**src/rtl/demux1to4_buf.sv**
```systemverilog
// demux1to4_buf: registered 1-to-4 steering demux.
// One producer stream is routed by Sel into four independent one-deep output
// slots. Each slot has its own valid/ready handshake, so a stalled consumer
// only blocks words addressed to its own channel.

// One output slot: a data register plus a full flag, loaded on accept and
// emptied on drain. A load in the same cycle as a drain keeps the slot full.
module demux1to4_buf_slot #(
  parameter int WIDTH = 32
) (
  input  logic             CLK,
  input  logic             RST_N,
  input  logic             load,
  input  logic [WIDTH-1:0] din,
  input  logic             ready,
  output logic [WIDTH-1:0] data,
  output logic             valid,
  output logic             valid_nxt
);

  // Next full state, shared with the top for the occupancy count.
  assign valid_nxt = load | (valid & ~ready);

  // Data only moves on a load; valid follows valid_nxt.
  always_ff @(posedge CLK or negedge RST_N) begin
    if (!RST_N) begin
      data  <= '0;
      valid <= 1'b0;
    end else begin
      if (load) data <= din;
      valid <= valid_nxt;
    end
  end

endmodule

module demux1to4_buf #(
  parameter int WIDTH = 32
) (
  input  logic             CLK,
  input  logic             RST_N,
  input  logic [WIDTH-1:0] In,
  input  logic [1:0]       Sel,
  input  logic             In_valid,
  output logic             In_ready,
  output logic [WIDTH-1:0] Out1,
  output logic [WIDTH-1:0] Out2,
  output logic [WIDTH-1:0] Out3,
  output logic [WIDTH-1:0] Out4,
  output logic [3:0]       Out_valid,
  input  logic [3:0]       Out_ready,
  output logic [2:0]       Occupancy
);

  localparam int NUM_LANES = 4;

  logic [NUM_LANES-1:0][WIDTH-1:0] dout;
  logic [NUM_LANES-1:0]            load;
  logic [NUM_LANES-1:0]            vnxt;
  logic                            accept;
  logic [2:0]                      occ_nxt;

  // Only the selected slot can back-pressure the producer.
  assign In_ready = RST_N & (~Out_valid[Sel] | Out_ready[Sel]);
  assign accept   = In_valid & In_ready;

  // One-hot load strobe from the select.
  always_comb begin
    load = '0;
    load[Sel] = accept;
  end

  genvar g;
  generate
    for (g = 0; g < NUM_LANES; g++) begin : g_slot
      demux1to4_buf_slot #(.WIDTH(WIDTH)) u_slot (
        .CLK       (CLK),
        .RST_N     (RST_N),
        .load      (load[g]),
        .din       (In),
        .ready     (Out_ready[g]),
        .data      (dout[g]),
        .valid     (Out_valid[g]),
        .valid_nxt (vnxt[g])
      );
    end
  endgenerate

  assign Out1 = dout[0];
  assign Out2 = dout[1];
  assign Out3 = dout[2];
  assign Out4 = dout[3];

  // Popcount of the next-state valid bits, so Occupancy tracks Out_valid
  // at the same edge.
  always_comb begin
    occ_nxt = '0;
    for (int i = 0; i < NUM_LANES; i++) occ_nxt = occ_nxt + {2'b00, vnxt[i]};
  end

  // Registered occupancy.
  always_ff @(posedge CLK or negedge RST_N) begin
    if (!RST_N) Occupancy <= '0;
    else        Occupancy <= occ_nxt;
  end

endmodule

```
**config.mk**
```make
export PLATFORM = sky130hd
export DESIGN_NAME = demux1to4_buf
export DESIGN_NICKNAME = d
export VERILOG_FILES = /design/src/rtl/demux1to4_buf.sv
export SDC_FILE = /design/constraint.sdc
export NUM_CORES = 1
export LEC_CHECK = 0
export BUFFER_PORTS_ARGS = -buffer_cell sky130_fd_sc_hd__buf_2
export CAP_MARGIN = 5
export CELL_PAD_IN_SITES_DETAIL_PLACEMENT = 0
export CELL_PAD_IN_SITES_GLOBAL_PLACEMENT = 2
export CORE_MARGIN = 3
export CORE_UTILIZATION = 37
export CTS_CLUSTER_DIAMETER = 40
export DETAILED_ROUTE_END_ITERATION = 8
export PLACE_DENSITY = 0.85
export SETUP_SLACK_MARGIN = 0.15
export SLEW_MARGIN = 20
export SYNTH_ARGS = -nofsm -noshare
export SYNTH_HDL_FRONTEND = slang
export SYNTH_SLANG_ARGS = --single-unit
```
**constraint.sdc**
```tcl
create_clock -name CLK -period 3.3 [get_ports CLK]
set_input_delay 0.66 -clock CLK [delete_from_list [all_inputs] [get_ports CLK]]
set_output_delay 0.66 -clock CLK [all_outputs]
set_load 0.005 [all_outputs]
```
==> results.md <==
- Run status: completed
- DR iter-0 viols: 165
- Ant. Diodes: 0
- Starting density of the core: 38.6%
- Most Frequent Cell on Critical Path: buf_2
- Clk_lat worst skew: about 410 ps
- Area share of the largest cell type after synthesis: 64.8%
- Setup Skew: ~5.4 ps
- Reg power frac: ~44%
- Period minus WS final: 2130 ps
- Via Count: between 3000 and 4000
- Critical path capture point type: output pin
- Max-Cap Viols: 0
- Synth Cell Area: between 5000 and 6000 um2
- Max Fclk: ~0.47 GHz
- Final ANT Viol Nets: 0
- Worst-path cell chain: buf_2, nand4bb_1, o311ai_0, a21oi_1, buf_2
- Max stage delay on crit path: 220 ps
- Crit-path leading delay family: buffers and inverters
- Ys async rst share: 100%
- Logic gate share of total power: between 10% and 20%
- Total negative slack: 0 ps
- Hold buffer count at cts: 0
- Postcts setup bufs: 0
- Required time worst endpoint: 2640 ps
- Worst slew pin tran: 763 ps
- Type of the worst setup path: in2out
- Synth-to-Final Area Change: 31.1%
- EDFF count, synth: 0
- Number of global-route vias before repair: 3444
- Yosys warns: 0
- PD cells: 735 nW/um2
- Layout Cells excl Fill: ~680
- Fraction of layout cells with a size suffix above 1: about two thirds
- WL final: around 12 mm
- Synth top cells by count: dfrtp_1, mux2_2, buf_4, buf_6, mux2_1
- TritonCTS Buffers: 17
- Final hold viol count: 0
- Clock tree from TritonCTS: built
- Io pins: 177
- Total GRT Usage: 15.9%
- DRC viols: 0
- Root Driver: clkbuf_16
- Die area: approximately 16000 um2
- Buf/Inv on CP: 2
- Top cells by area, synth: dfrtp_1, mux2_2, buf_4
- Mapped Cells: 303
- Net Count, Synth: ~350
- Hold Path Class: in2async
- Placed insts: 646
- Launching point of the worst reg2reg path: g_slot[3].u_slot.valid$_DFF_PN0_
- Leakage power total: 3.30 nW
- Most common cell in the synthesized netlist: dfrtp_1
- Switch Pwr: 1.22 mW
- CTS resizes: 0
- Wire per inst: 17.8 um
- Fin. max-slew vios: 0
- Port Buf Inserts: 176
- Cell Rows: 42
- Post-synth top area cell: dfrtp_1
- CTS sink count: ~140
- Grt ovf: 0
- Clock power frac: between 30 and 40%
- Worst path arrival time: 1470 ps
- RSZ-0062 raised after global routing: no
- Crit-path max FO: 8
- Kind of launch point of the worst setup path: primary input
- Power Total: 5.02 mW
- Worst-path clk slew: 50 ps
- Placer Congestion: 0.799
- Mean Syn Cell Area: around 17 um2
- Setup violators final: 0
- CP max-delay cell: buf_2
- Largest net degree at the start of global routing: 85
- Most used DFF post-synth: dfrtp_1
- Clock buffer depth: 2
- Global-route wire length before repair: 19.3 mm
- Critical path startpoint: Sel[0]
- Peak VDD IR: 0.339 mV
- Initial antenna violation count: 0
- Sw Share: 24.3%
- Register area share after synthesis: about two thirds
- Seq cells post-synth: between 100 and 150
- H-Tree Depth: 4
- Die width: 125 um
- Max_slew headroom: 49.1%
- Final worst path period share: 64.6%
- Pint: 3.80 mW
- Layout Nets: 533
- Hpwl dp: 8.61 mm
- Core ar.: 13500 um2
- Pre-antenna DRT Iters: 4
- Via/cell ratio: around 4.8
- Die Y: 125 um
- Synth cell types: 22
[routing by layer]
layer,up-vias,GRT usage (%),part of all wire [%]
met5,-,0,0
met4,0,4.96,1.5
met3,15,6.39,6.9
met2,117,25.3,48
met1,1662,19.9,44
li1,1445,-,-
[cell usage in the layout, fill, tap and decap left out]
| cell | count |
|---|---|
| ha_1 | 2 |
| bufinv_16 | 3 |
| clkbuf_1 | 3 |
| nor2b_1 | 1 |
| a21oi_1 | 1 |
| dfrtp_1 | 135 |
| o31ai_1 | 1 |
| clkinvlp_4 | 1 |
| nor3b_4 | 2 |
| buf_4 | 8 |
| or2_2 | 1 |
| mux2i_1 | 1 |
| clkbuf_16 | 17 |
| nor4b_4 | 2 |
| nand2_2 | 1 |
| nand2b_4 | 1 |
| o21ai_0 | 2 |
| nand4bb_1 | 1 |
| fa_1 | 1 |
| nand2_1 | 1 |
| buf_6 | 2 |
| nand2b_1 | 3 |
| clkinv_2 | 3 |
| buf_2 | 175 |
| o311ai_0 | 1 |
| clkinv_4 | 1 |
| mux2_2 | 122 |
| clkbuf_8 | 3 |
| mux2_1 | 6 |
[sequential cells by signal, indices dropped and copies added (netlist names)]
name,flops
g_slot.u_slot.data,128
g_slot.u_slot.valid,4
Occupancy,3
[worst register-to-register path, cell delays in order (launching register included)]
cell and delay (ps):
dfrtp_1 370, nand2b_1 120, nor3b_4 610, buf_4 330
mux2_2 360
[per-stage QoR]
stage	hold slack (ps)	setup WS, ps	cell area (um2)	util (%)
global route	403	1090	6840	50.6
CTS	368	1170	6830	50.6
floorplan	364	1040	5210	-
finish	356	1170	6840	50.6
global placement	463	883	6230	46.1
detailed placement	470	821	6230	46.1
[worst paths after layout]
kind	slack [ps]	endpoint	depth (start not counted)
worst max register to register	1400	g_slot[3].u_slot.data[22]$_DFFE_PN0P_	4
worst min-delay path	360	Occupancy[1]$_DFF_PN0_	2
max in group asynchronous	1740	g_slot[3].u_slot.data[1]$_DFFE_PN0P_	3
worst min register to register	480	g_slot[0].u_slot.data[5]$_DFFE_PN0P_	1
worst max-delay path	1170	In_ready	5
min in group CLK	480	g_slot[0].u_slot.data[5]$_DFFE_PN0P_	1
[power groups by stage]
| stage | registers [mW] | logic (mW) | clock network [mW] |
|---|---|---|---|
| after floorplan | 2.26 | 0.363 | 0 |
| after global placement | 2.24 | 0.907 | 0 |
| final | 2.22 | 0.905 | 1.89 |
| after detailed placement | 2.25 | 0.928 | 0 |
| after CTS | 2.23 | 0.930 | 1.94 |
| after global routing | 2.27 | 0.996 | 2.02 |
[final cells by class]
type	count	area, um2
Multi-Input combinational cell	150	1680
Fill cell	1167	6670
Sequential cell	135	3380
Clock inverter	8	121
Tap cell	176	220
Timing Repair Buffer	185	958
Clock buffer	23	478
[logic make-up (layout without fill, tap and decap cells)]
kind of cell / after synthesis / count (layout) / synth area share, %
adder cells (fa/ha/maj): 3 / 3 / 0.864
flip-flops: 135 / 135 / 64.8
buffers and inverters: 18 / 216 / 2.98
AO/OA/AOI/OAI: 5 / 5 / 0.600
AND/OR/NAND/NOR: 13 / 13 / 2.90
multiplexers: 129 / 129 / 27.8
Power figures use the tool's default switching activity.
